**src/rtl/spi_reg_bridge.sv**
```systemverilog
// spi_reg_bridge: turns a byte stream from an SPI byte slave into register-file
// reads and writes. The first byte is a command (bit7 = write, low bits = address).
`default_nettype none

module spi_reg_bridge #(
    parameter int ADDR_W   = 7,
    parameter int AUTO_INC = 1
) (
    input  logic              clk,
    input  logic              rst_n,
    input  logic              cs_active,
    input  logic              rx_valid,
    input  logic [7:0]        rx_byte,
    output logic              tx_load,
    output logic [7:0]        tx_byte,
    output logic [ADDR_W-1:0] reg_addr,
    output logic              reg_rd_en,
    input  logic [7:0]        reg_rd_data,
    output logic              reg_wr_en,
    output logic [7:0]        reg_wr_data,
    output logic              overrun
);

    typedef enum logic [2:0] {
        IDLE     = 3'd0,
        CMD      = 3'd1,
        RD_ISSUE = 3'd2,
        RD_CAPT  = 3'd3,
        RD_LOAD  = 3'd4,
        RD_READY = 3'd5,
        WR_READY = 3'd6
    } state_t;

    localparam logic [ADDR_W-1:0] ADDR_STEP = ADDR_W'(AUTO_INC != 0);

    state_t     state;
    state_t     state_nxt;
    logic       cs_q;
    logic       cs_rise;
    logic       cs_fall;
    logic       rx_ok;
    logic       rd_busy;
    logic       wr_pend;
    logic [7:0] capt_q;
    logic [7:0] tx_hold;

    assign cs_rise = cs_active & ~cs_q;
    assign cs_fall = ~cs_active & cs_q;
    assign rx_ok   = rx_valid & cs_active;
    assign rd_busy = (state == RD_ISSUE) || (state == RD_CAPT) || (state == RD_LOAD);

    // Strobes are qualified with cs_active so nothing leaves the block in the
    // cycle chip select drops.
    assign reg_rd_en = (state == RD_ISSUE) && cs_active;
    assign tx_load   = (state == RD_LOAD) && cs_active;
    assign reg_wr_en = wr_pend && cs_active;
    assign tx_byte   = tx_load ? capt_q : tx_hold;

    always_ff @(posedge clk or negedge rst_n) begin
        if (!rst_n) begin
            state <= IDLE;
        end else begin
            state <= state_nxt;
        end
    end

    always_comb begin
        state_nxt = state;
        if (cs_fall) begin
            state_nxt = IDLE;
        end else begin
            case (state)
                IDLE:     if (cs_rise) state_nxt = CMD;
                CMD:      if (rx_ok) state_nxt = rx_byte[7] ? WR_READY : RD_ISSUE;
                RD_ISSUE: state_nxt = RD_CAPT;
                RD_CAPT:  state_nxt = RD_LOAD;
                RD_LOAD:  state_nxt = RD_READY;
                RD_READY: if (rx_ok) state_nxt = RD_ISSUE;
                WR_READY: state_nxt = WR_READY;
                default:  state_nxt = IDLE;
            endcase
        end
    end

    // cs_q resets high so a chip select already asserted at reset release is
    // not mistaken for a new transaction.
    always_ff @(posedge clk or negedge rst_n) begin
        if (!rst_n) begin
            cs_q        <= 1'b1;
            reg_addr    <= '0;
            wr_pend     <= 1'b0;
            reg_wr_data <= 8'h00;
            capt_q      <= 8'h00;
            tx_hold     <= 8'h00;
            overrun     <= 1'b0;
        end else begin
            cs_q    <= cs_active;
            wr_pend <= 1'b0;

            if (state == CMD && rx_ok) begin
                reg_addr <= rx_byte[ADDR_W-1:0];
            end else if (reg_rd_en || reg_wr_en) begin
                reg_addr <= reg_addr + ADDR_STEP;
            end

            if (state == WR_READY && rx_ok) begin
                wr_pend     <= 1'b1;
                reg_wr_data <= rx_byte;
            end

            if (state == RD_CAPT && cs_active) begin
                capt_q <= reg_rd_data;
            end

            if (tx_load) begin
                tx_hold <= capt_q;
            end

            if (cs_rise) begin
                overrun <= 1'b0;
            end else if (rx_ok && rd_busy) begin
                overrun <= 1'b1;
            end
        end
    end

endmodule

`default_nettype wire

```
**config.mk**
```make
export PLATFORM = sky130hd
export DESIGN_NAME = spi_reg_bridge
export DESIGN_NICKNAME = d
export VERILOG_FILES = /design/src/rtl/spi_reg_bridge.sv
export SDC_FILE = /design/constraint.sdc
export NUM_CORES = 1
export LEC_CHECK = 0
export CAP_MARGIN = 10
export CORE_MARGIN = 2
export CORE_UTILIZATION = 35
export DETAILED_ROUTE_END_ITERATION = 12
export DONT_BUFFER_PORTS = 1
export GPL_ROUTABILITY_DRIVEN = 0
export PLACE_DENSITY_LB_ADDON = 0.3
export SYNTH_ARGS = -nofsm -noshare
export SYNTH_HDL_FRONTEND = slang
export SYNTH_SLANG_ARGS = --single-unit
```
**constraint.sdc**
```tcl
create_clock -name clk -period 3.3 [get_ports clk]
set_input_delay 0.33 -clock clk [delete_from_list [all_inputs] [get_ports clk]]
set_output_delay 0.33 -clock clk [all_outputs]
set_load 0.01 [all_outputs]
```
==> results.cfg, run 1 <==
[run_status]
status = complete, no violations

[detailed_routing]
firstDrtPassIters = 4
initialDrtViolationCount = 36
ant_nets = 0
wl_per_cell_um = 17.31
routed_via_density = 5.530
dr_total_vias = 1023
route.detailed.drc = 0
routed_wl_mm = 3.202

[critical_path]
worstPathRequired_ps = 2970
critical_path.cell_chain = nor2_1 > and3_1 > mux2_2
worst-r2r-cell-count = 3
path_class = flip-flop to primary output
cp_max_fo = 12
rrSetupSlack_ps = 1530
slowest_delay_ps = 500
crit_slowest_cell = dfrtp_1
r2r_start = state[1]
cp_top_family = simple AND/OR/NAND/NOR gates
end_kind = primary output
r2r_end = tx_hold[4]
cp-start-kind = flip-flop
crit_buf_inv = 0
arrival_ps = 1930

[synthesis]
synth_edf_count = 0
syn_nets = 150
synth-simple-area-share_pct = 10.05
synthMuxAreaShare_pct = 17.88
yosysWarnings = 0
async_reset_ff_share_pct = 100.0
netlist_area_mm2 = 0.001630
synthXorXnorAreaFrac_pct = 2.686
synth_top_family_by_area = multiplexers
synth_top_area_share_pct = 55.26
yosys-top-cells-count = dfrtp_1, mux2_2, nor2_1, nand2_1, o21ai_0
ys_ff_latch = 37
netlist_top_cells_area = dfrtp_1, mux2_2, ha_1
synth_top_cell_by_area = dfrtp_1
synthAdderAreaFrac_pct = 2.302
synthFlopType = dfrtp_1
post-synth-top-count-cell = dfrtp_1
yosysSeqAreaShare_pct = 56.87
syn_avg_cell_area_um2 = 12.84
synth_compound_area_share_pct = 7.751
ys_types = 33
syn_inst = 127

[grt]
grt_pass1_wl_mm = 5.250
grt_pass1_vias = 1110
grt_busiest_layer = met2
grt-ovfl-total = 0
grt_max_degree = 38
use_met2_pct = 21.81
grt_util_met3_pct = 7.917
antenna_found_initial = 0
grtUsageTotal_pct = 13.81
use_met1_pct = 14.91

[place]
post-dp-hpwl_mm = 2.284
postPlaceCellArea_mm2 = 0.001670
pre_cts_ws_ps = 1330
io_buffers = 0
placed_cells = 175

[power_and_ir_drop]
ir_drop_uv = 398.1
power.density_mw_per_mm2 = 882.2
p_leak_nw = 0.7908

[die]
rows = 24
io-pin-count = 47
die_area_mm2 = 0.005220
die_w_um = 72.25
core_mm2 = 0.004414
die_h_um = 72.25
start_util_pct = 36.93

[cts]
holdBufCountCts = 2
clk_pin_slew_ps = 70
clk_latency_ps = 290
cts_resized = 0
numCtsBuffers = 5
postCtsSetupRepairBufs = 0
clk_path_buf_depth = 2
cts_tree = done
htree_levels = 2
cts_root_buf = clkbuf_8
clock_sinks = 37

[layout]
diodes = 0
fin_util_pct = 40.56
syn2layout_area_growth_pct = 9.824
drive_above_1_share_pct = 27.82
stdcell_count = 185
nets = 155
post-route-cell-area_mm2 = 0.001790

[sta]
setup_tns_ps = 0
finalHoldViolCount = 0
fin_worst_skew_ps = 4.130
slew_violations = 0
max_slew.worst_pin.slew_ps = 574.9
slew_headroom_pct = 61.56
rsz0062_at_grt = false
finalCriticalPeriod_ps = 2257
final-setup-viol-count = 0
period_share_pct = 68.40
postLayoutSetupSlackWorst_ps = 1043
fmax_ghz = 0.4430

[worst_hold_path]
worstHoldEndpoint = cs_q
hold_path_class = input port to flip-flop
min_path_cells = 0
worstHoldStart = cs_active

[flow_run]
cap_violations = 0
worst reg2reg max path: stages (launching register included):
cell and delay (ps):
dfrtp_1 500, nor2_1 190, and3_1 500, mux2_2 440
how the worst max path moves through the flow:
stage | cells after the start | start | endpoint
floorplan | 4 | state[0] | tx_byte[0]
global placement | 3 | state[1] | tx_byte[7]
detailed placement | 3 | state[1] | tx_byte[1]
CTS | 3 | state[1] | tx_byte[1]
global route | 3 | state[1] | tx_byte[2]
finish | 3 | state[1] | tx_byte[1]
cells in the final DEF (no fill, tap or decap), types with 2 or more instances in the layout:
| master | count |
|---|---|
| and2_1 | 2 |
| xor2_1 | 4 |
| o2111ai_1 | 2 |
| nand2_1 | 6 |
| dfrtp_1 | 36 |
| inv_1 | 4 |
| mux2_2 | 25 |
| o21ai_0 | 6 |
| clkbuf_1 | 2 |
| a21oi_1 | 5 |
| clkbuf_8 | 6 |
| o211ai_1 | 2 |
| nor2_1 | 9 |
| nand3_1 | 2 |
| ha_1 | 3 |
kinds of logic (layout without fill, tap and decap cells):
logic type	count (synthesis)	in the layout
fa+ha+maj	3	3
compound gates	19	19
flops	37	37
simple gates	29	29
buf+inv	8	14
mux	26	26
xor+xnor	5	5
flip-flops by register name, indices dropped and copies added (netlist names):
signal,cells
capt_q,8
cs_q,1
overrun,1
reg_addr,7
reg_wr_data,8
state,3
tx_hold,8
wr_pend,1
report_power, final:
part / switching, W / leakage [nW] / total, W / internal, W
logic: 0.000198 / 0.286 / 0.000418 / 0.000220
clock network: 0.000151 / 0.0455 / 0.000321 / 0.000170
registers: 0.000194 / 0.459 / 0.000841 / 0.000647
layout make-up:
type | instances | area [um^2]
multi-input combinational | 82 | 663.1
inverter | 4 | 15.01
sequential | 37 | 927.1
timing repair buffer | 2 | 30.03
clock buffer | 8 | 90.09
fill | 420 | 2624
tap | 52 | 65.06
through the flow:
step                      hold WS (ps)  total power, W
after floorplan                  34.41        0.001172
after global placement           35.19        0.001230
after detailed placement         35.28        0.001263
after CTS                        29.50        0.001601
after global routing             10.62        0.001704
final                            39.07        0.001579
per-layer routing:
metal	vias to the layer above	routed length [um]	part of all wire, %
met1	496	1228	38
met2	54	1571	49
met3	6	348	11
li1	467	-	-
met5	-	0	0
met4	0	54	1.7
Note: power is estimated with default switching activity, not from simulation.
==> inputs of run 2 (changes only) <==
==> constraint.sdc (replaced) <==
create_clock -name clk -period 2 [get_ports clk]
set_input_delay 0.2 -clock clk [delete_from_list [all_inputs] [get_ports clk]]
set_output_delay 0.2 -clock clk [all_outputs]
set_load 0.01 [all_outputs]
==> run 2 against run 1 <==
Effect of this change:
- routed wire length down 3.6%
- clock power rose by 110%
- critical path depth unchanged
- critical path type unchanged
- largest cell class unchanged
- largest power group unchanged
- highest routed layer unchanged
==> results.cfg, run 2 (same netlist as run 1, synthesis figures left out) <==
[critical_path]
arrival_ps = 1710
end_kind = primary output
cp-start-kind = flip-flop
rrSetupSlack_ps = 330
path_class = flip-flop to primary output
r2r_start = state[1]
cp_max_fo = 12
worstPathRequired_ps = 1800
worst-r2r-cell-count = 4
r2r_end = reg_addr[5]

[cts]
clk_pin_slew_ps = 80
cts_tree = done
cts_root_buf = clkbuf_8
clk_path_buf_depth = 2
clock_sinks = 37
htree_levels = 2
numCtsBuffers = 5
clk_latency_ps = 290
postCtsSetupRepairBufs = 0

[grt]
grt_max_degree = 38
use_met2_pct = 21.92
grtUsageTotal_pct = 13.26
grt_util_met3_pct = 6.667
antenna_found_initial = 0
grt_pass1_wl_mm = 5.161
grt_pass1_vias = 1087
use_met1_pct = 14.59
grt-ovfl-total = 0
grt_busiest_layer = met2

[place]
post-dp-hpwl_mm = 2.248
io_buffers = 0
placed_cells = 177

[layout]
syn2layout_area_growth_pct = 13.28
drive_above_1_share_pct = 30.88
nets = 158
largest_registers = capt_q x8, reg_wr_data x8, tx_hold x8
layout_commonest_cell = dfrtp_1
diodes = 0
layout_common_cells = dfrtp_1, mux2_2, nor2_1
stdcell_count = 188

[detailed_routing]
dr_total_vias = 1012
ant_nets = 0
routed_wl_mm = 3.086
firstDrtPassIters = 4
wl_per_cell_um = 16.41
initialDrtViolationCount = 67
route.detailed.drc = 0
routed_via_density = 5.383

[run_status]
status = complete, no violations

[sta]
fin_worst_skew_ps = 10.57
finalCriticalPeriod_ps = 1914
slew_headroom_pct = 68.57
period_share_pct = 95.70
finalHoldViolCount = 0
setup_tns_ps = 0
rsz0062_at_grt = false
final-setup-viol-count = 0
slew_violations = 0
max_slew.worst_pin.slew_ps = 470.5
fmax_ghz = 0.5225

[worst_hold_path]
worstHoldEndpoint = reg_addr[5]
hold_path_class = input port to flip-flop
worstHoldStart = rx_byte[5]
min_path_cells = 2

[power_and_ir_drop]
ir_drop_uv = 743.5
p_switching_w = 0.0009002
p_leak_nw = 0.8159
p_seq_share_pct = 50.4
power.density_mw_per_mm2 = 1485
swShare_pct = 32.83
p_int_w = 0.001842
p_clk_share_pct = 24.2
combPwrFrac_pct = 25.3

[die]
die_area_mm2 = 0.005220
die_w_um = 72.25
io-pin-count = 47
core_mm2 = 0.004414
die_h_um = 72.25
start_util_pct = 36.93
rows = 24

[flow_run]
cap_violations = 0
[run 2: critical path: stages, from the launching register on]
cell     delay [ps]
dfrtp_1         510
nor2_1          170
and3_2          330
mux2_2          410
[run 2: per-stage QoR]
step / hold WS (ps) / setup WS [ps] / total power, W / cell area, um^2 / utilization (%)
finish: 39.91 / 86.04 / 0.002742 / 1847 / 41.84
floorplan: -95.59 / 470.8 / 0.001933 / 1630 / -
CTS: 33.36 / 76.48 / 0.002786 / 1847 / 41.84
global route: 36.02 / 0.3382 / 0.002955 / 1847 / 41.84
global placement: -94.81 / 322.5 / 0.002036 / 1685 / 38.18
detailed placement: -94.85 / 288.8 / 0.002087 / 1685 / 38.18
[run 2: cell type report]
class | instances | area, um^2
Tap cell | 52 | 65.06
Clock buffer | 6 | 82.58
Clock inverter | 2 | 37.54
Fill cell | 422 | 2567
Timing Repair Buffer | 5 | 55.05
Sequential cell | 37 | 927.1
Multi-Input combinational cell | 82 | 664.4
Inverter | 4 | 15.01
[run 2: power groups by stage]
stage | clock network, W | registers, W | logic, W
final | 0.000665 | 0.00138 | 0.000694
after global routing | 0.000731 | 0.00144 | 0.000783
after CTS | 0.000687 | 0.00139 | 0.000708
after detailed placement | 0 | 0.00140 | 0.000683
after global placement | 0 | 0.00139 | 0.000647
after floorplan | 0 | 0.00130 | 0.000633
[run 2: repair_timing]
action	in CTS	in global routing
setup endpoints to repair	8	0
gates resized for setup	1	0
hold buffers	3	0
hold endpoints to repair	38	0
[run 2: worst max-delay path by stage]
stage	slack, ps	depth (start not counted)	to	startpoint
2_1_floorplan	470	5	reg_addr[5]	state[2]
3_3_place_gp	320	3	tx_byte[7]	state[1]
3_5_place_dp	290	3	tx_byte[1]	state[1]
4_1_cts	80	3	tx_byte[1]	state[1]
5_1_grt	0.3	3	tx_byte[1]	state[1]
6_report	90	3	tx_byte[1]	state[1]
[run 2: layer usage]
layer  vias to the layer above  share of wire [%]
met5                         -                  0
met4                         0                1.5
met3                         4                 10
met2                        43                 48
met1                       493                 40
li1                        472                  -
==> inputs of run 3 (changes only) <==
--- a/config.mk
+++ b/config.mk
@@ -5,6 +5,7 @@
 export SDC_FILE = /design/constraint.sdc
 export NUM_CORES = 1
 export LEC_CHECK = 0
+export ABC_AREA = 1
 export CAP_MARGIN = 10
 export CORE_MARGIN = 2
 export CORE_UTILIZATION = 35
==> run 3 against run 2 <==
Effect of this change:
- count of clock-buffer cells in the layout increased by 1
- sequential cell count unchanged
- global-route usage up 1.1 points
- sequential power about the same
- cell area rose by 7.9%
- largest cell class unchanged
- core utilization shrank 2.6 points
- routed wire length up 20%
- die area rose by 11%
- largest power group unchanged
- sequential share of layout area fell by 3.6 points
- critical path depth up 4
==> results.cfg, run 3 <==
[run_status]
status = complete, no violations

[power_and_ir_drop]
p_leak_nw = 1.057
power.density_mw_per_mm2 = 1372
p_switching_w = 0.001065
swShare_pct = 38.97
p_seq_share_pct = 50.0
p_int_w = 0.001667
ir_drop_uv = 701.7
p_clk_share_pct = 19.5
combPwrFrac_pct = 30.5

[critical_path]
critical_path.cell_chain = nor2_1 > nand2_1 > inv_1 > nand2_2 > inv_4 > nand2_1 > nand2_1
worst-r2r-cell-count = 7
end_kind = primary output
r2r_end = tx_hold[2]
rrSetupSlack_ps = 630
r2r_start = state[1]
arrival_ps = 1570
path_class = flip-flop to primary output
crit_slowest_cell = dfrtp_2
worstPathRequired_ps = 1800
crit_path_frequent_cell = nand2_1
cp-start-kind = flip-flop
cp_top_family = simple AND/OR/NAND/NOR gates
cp_max_fo = 9
crit_buf_inv = 2
slowest_delay_ps = 470

[cts]
cts_tree = done
clk_path_buf_depth = 2
numCtsBuffers = 5
clock_sinks = 37
clk_pin_slew_ps = 70
htree_levels = 2
clk_latency_ps = 290
postCtsSetupRepairBufs = 0
cts_root_buf = clkbuf_8

[synthesis]
async_reset_ff_share_pct = 100.0
synthFlopType = dfrtp_1
synth_top_cell_by_area = dfrtp_1
syn_nets = 226
ys_types = 24
synth_top_area_share_pct = 49.52
yosys-top-cells-count = nand2_1, dfrtp_1, inv_1, nand3_1
synth_edf_count = 0
post-synth-top-count-cell = nand2_1
syn_inst = 203
syn_avg_cell_area_um2 = 8.962
ys_ff_latch = 37
netlist_area_mm2 = 0.001819
yosysWarnings = 0
netlist_top_cells_area = dfrtp_1, nand2_1, mux2_2
yosysSeqAreaShare_pct = 50.96

[layout]
nets = 232
multi_input_area_um2 = 749.5
syn2layout_area_growth_pct = 9.491
layout_commonest_cell = nand2_1
diodes = 0
largest_registers = capt_q x8, reg_wr_data x8, tx_hold x8
fillers = 553
seq_area_um2 = 928.4
stdcell_count = 279
drive_above_1_share_pct = 19.62
layout_common_cells = nand2_1, dfrtp_1, inv_1, nand3_1

[sta]
max_slew.worst_pin.slew_ps = 352.1
rsz0062_at_grt = false
final-setup-viol-count = 0
fin_worst_skew_ps = 4.855
finalHoldViolCount = 0
finalCriticalPeriod_ps = 1768
period_share_pct = 88.40
setup_tns_ps = 0
slew_headroom_pct = 76.49
slew_violations = 0
holdWs_ps = 25.98
fmax_ghz = 0.5656

[grt]
antenna_found_initial = 0
grt_pass1_wl_mm = 6.506
grt-ovfl-total = 0
grtUsageTotal_pct = 14.39
grt_pass1_vias = 1327
grt_max_degree = 38

[detailed_routing]
dr_total_vias = 1295
initialDrtViolationCount = 76
firstDrtPassIters = 4
ant_nets = 0
routed_via_density = 4.642
route.detailed.drc = 0
wl_per_cell_um = 13.25
routed_wl_mm = 3.696

[die]
core_mm2 = 0.005075
io-pin-count = 47
die_h_um = 76.10
die_area_mm2 = 0.005790
die_w_um = 76.10
start_util_pct = 35.85
rows = 26

[worst_hold_path]
worstHoldEndpoint = reg_wr_data[7]
hold_path_class = input port to flip-flop
min_path_cells = 2
worstHoldStart = rx_byte[7]

[place]
placed_cells = 269
post-dp-hpwl_mm = 2.615
io_buffers = 0

[flow_run]
cap_violations = 0
run 3: logic make-up (layout without fill, tap and decap cells):
family / Yosys count / in the layout / synth area share, %
buffers and inverters: 30 / 36 / 7.840
flip-flops: 37 / 37 / 50.96
adder cells (fa/ha/maj): 3 / 3 / 2.063
XOR/XNOR: 2 / 2 / 0.9630
AND/OR/NAND/NOR: 105 / 105 / 26.20
multiplexers: 8 / 8 / 4.952
AO/OA/AOI/OAI: 18 / 18 / 7.015
run 3: worst max path at each step:
| stage | from | to | cells after the start |
|---|---|---|---|
| 2_1_floorplan | state[1] | tx_byte[0] | 8 |
| 3_3_place_gp | state[1] | tx_byte[5] | 7 |
| 3_5_place_dp | state[1] | tx_byte[4] | 7 |
| 4_1_cts | state[1] | tx_byte[4] | 7 |
| 5_1_grt | state[0] | tx_byte[1] | 7 |
| 6_report | state[1] | tx_byte[2] | 7 |
run 3: final cells by class:
type	instances	area share (%)
multi-input cells	136	37.63
well taps	70	4.397
repair buffers	3	2.010
inverters	26	5.025
clock buffers	7	4.334
flip-flops and latches	37	46.61
run 3: through the flow:
| step | instance area [um^2] | power (W) | setup WS [ps] | utilization [%] |
|---|---|---|---|---|
| global placement | 1862 | 0.002193 | 507.3 | 36.69 |
| floorplan | 1819 | 0.002041 | 639.3 | - |
| global route | 1992 | 0.002979 | 24.86 | 39.25 |
| detailed placement | 1862 | 0.002202 | 454.1 | 36.69 |
| finish | 1992 | 0.002732 | 231.9 | 39.25 |
| CTS | 1988 | 0.002776 | 132.9 | 39.18 |
run 3: power by group through the flow:
stage          combinational (W)  clock (W)  sequential [W]
5_1_grt                 0.000966   0.000592         0.00142
3_3_place_gp            0.000811          0         0.00138
2_1_floorplan           0.000739          0         0.00130
6_report                0.000833   0.000532         0.00137
4_1_cts                 0.000845   0.000559         0.00137
3_5_place_dp            0.000820          0         0.00138
run 3: what timing repair did:
item                       in CTS  in global routing
hold endpoints to repair       38                  0
gates resized for setup         0                  2
hold buffers                    3                  0
setup endpoints to repair       0                  8
run 3: layer usage:
layer | GRT usage [%] | part of all wire, %
met5 | 0 | 0
met4 | 4.364 | 0.57
met3 | 7.227 | 9.0
met2 | 23.39 | 47
met1 | 16.72 | 44
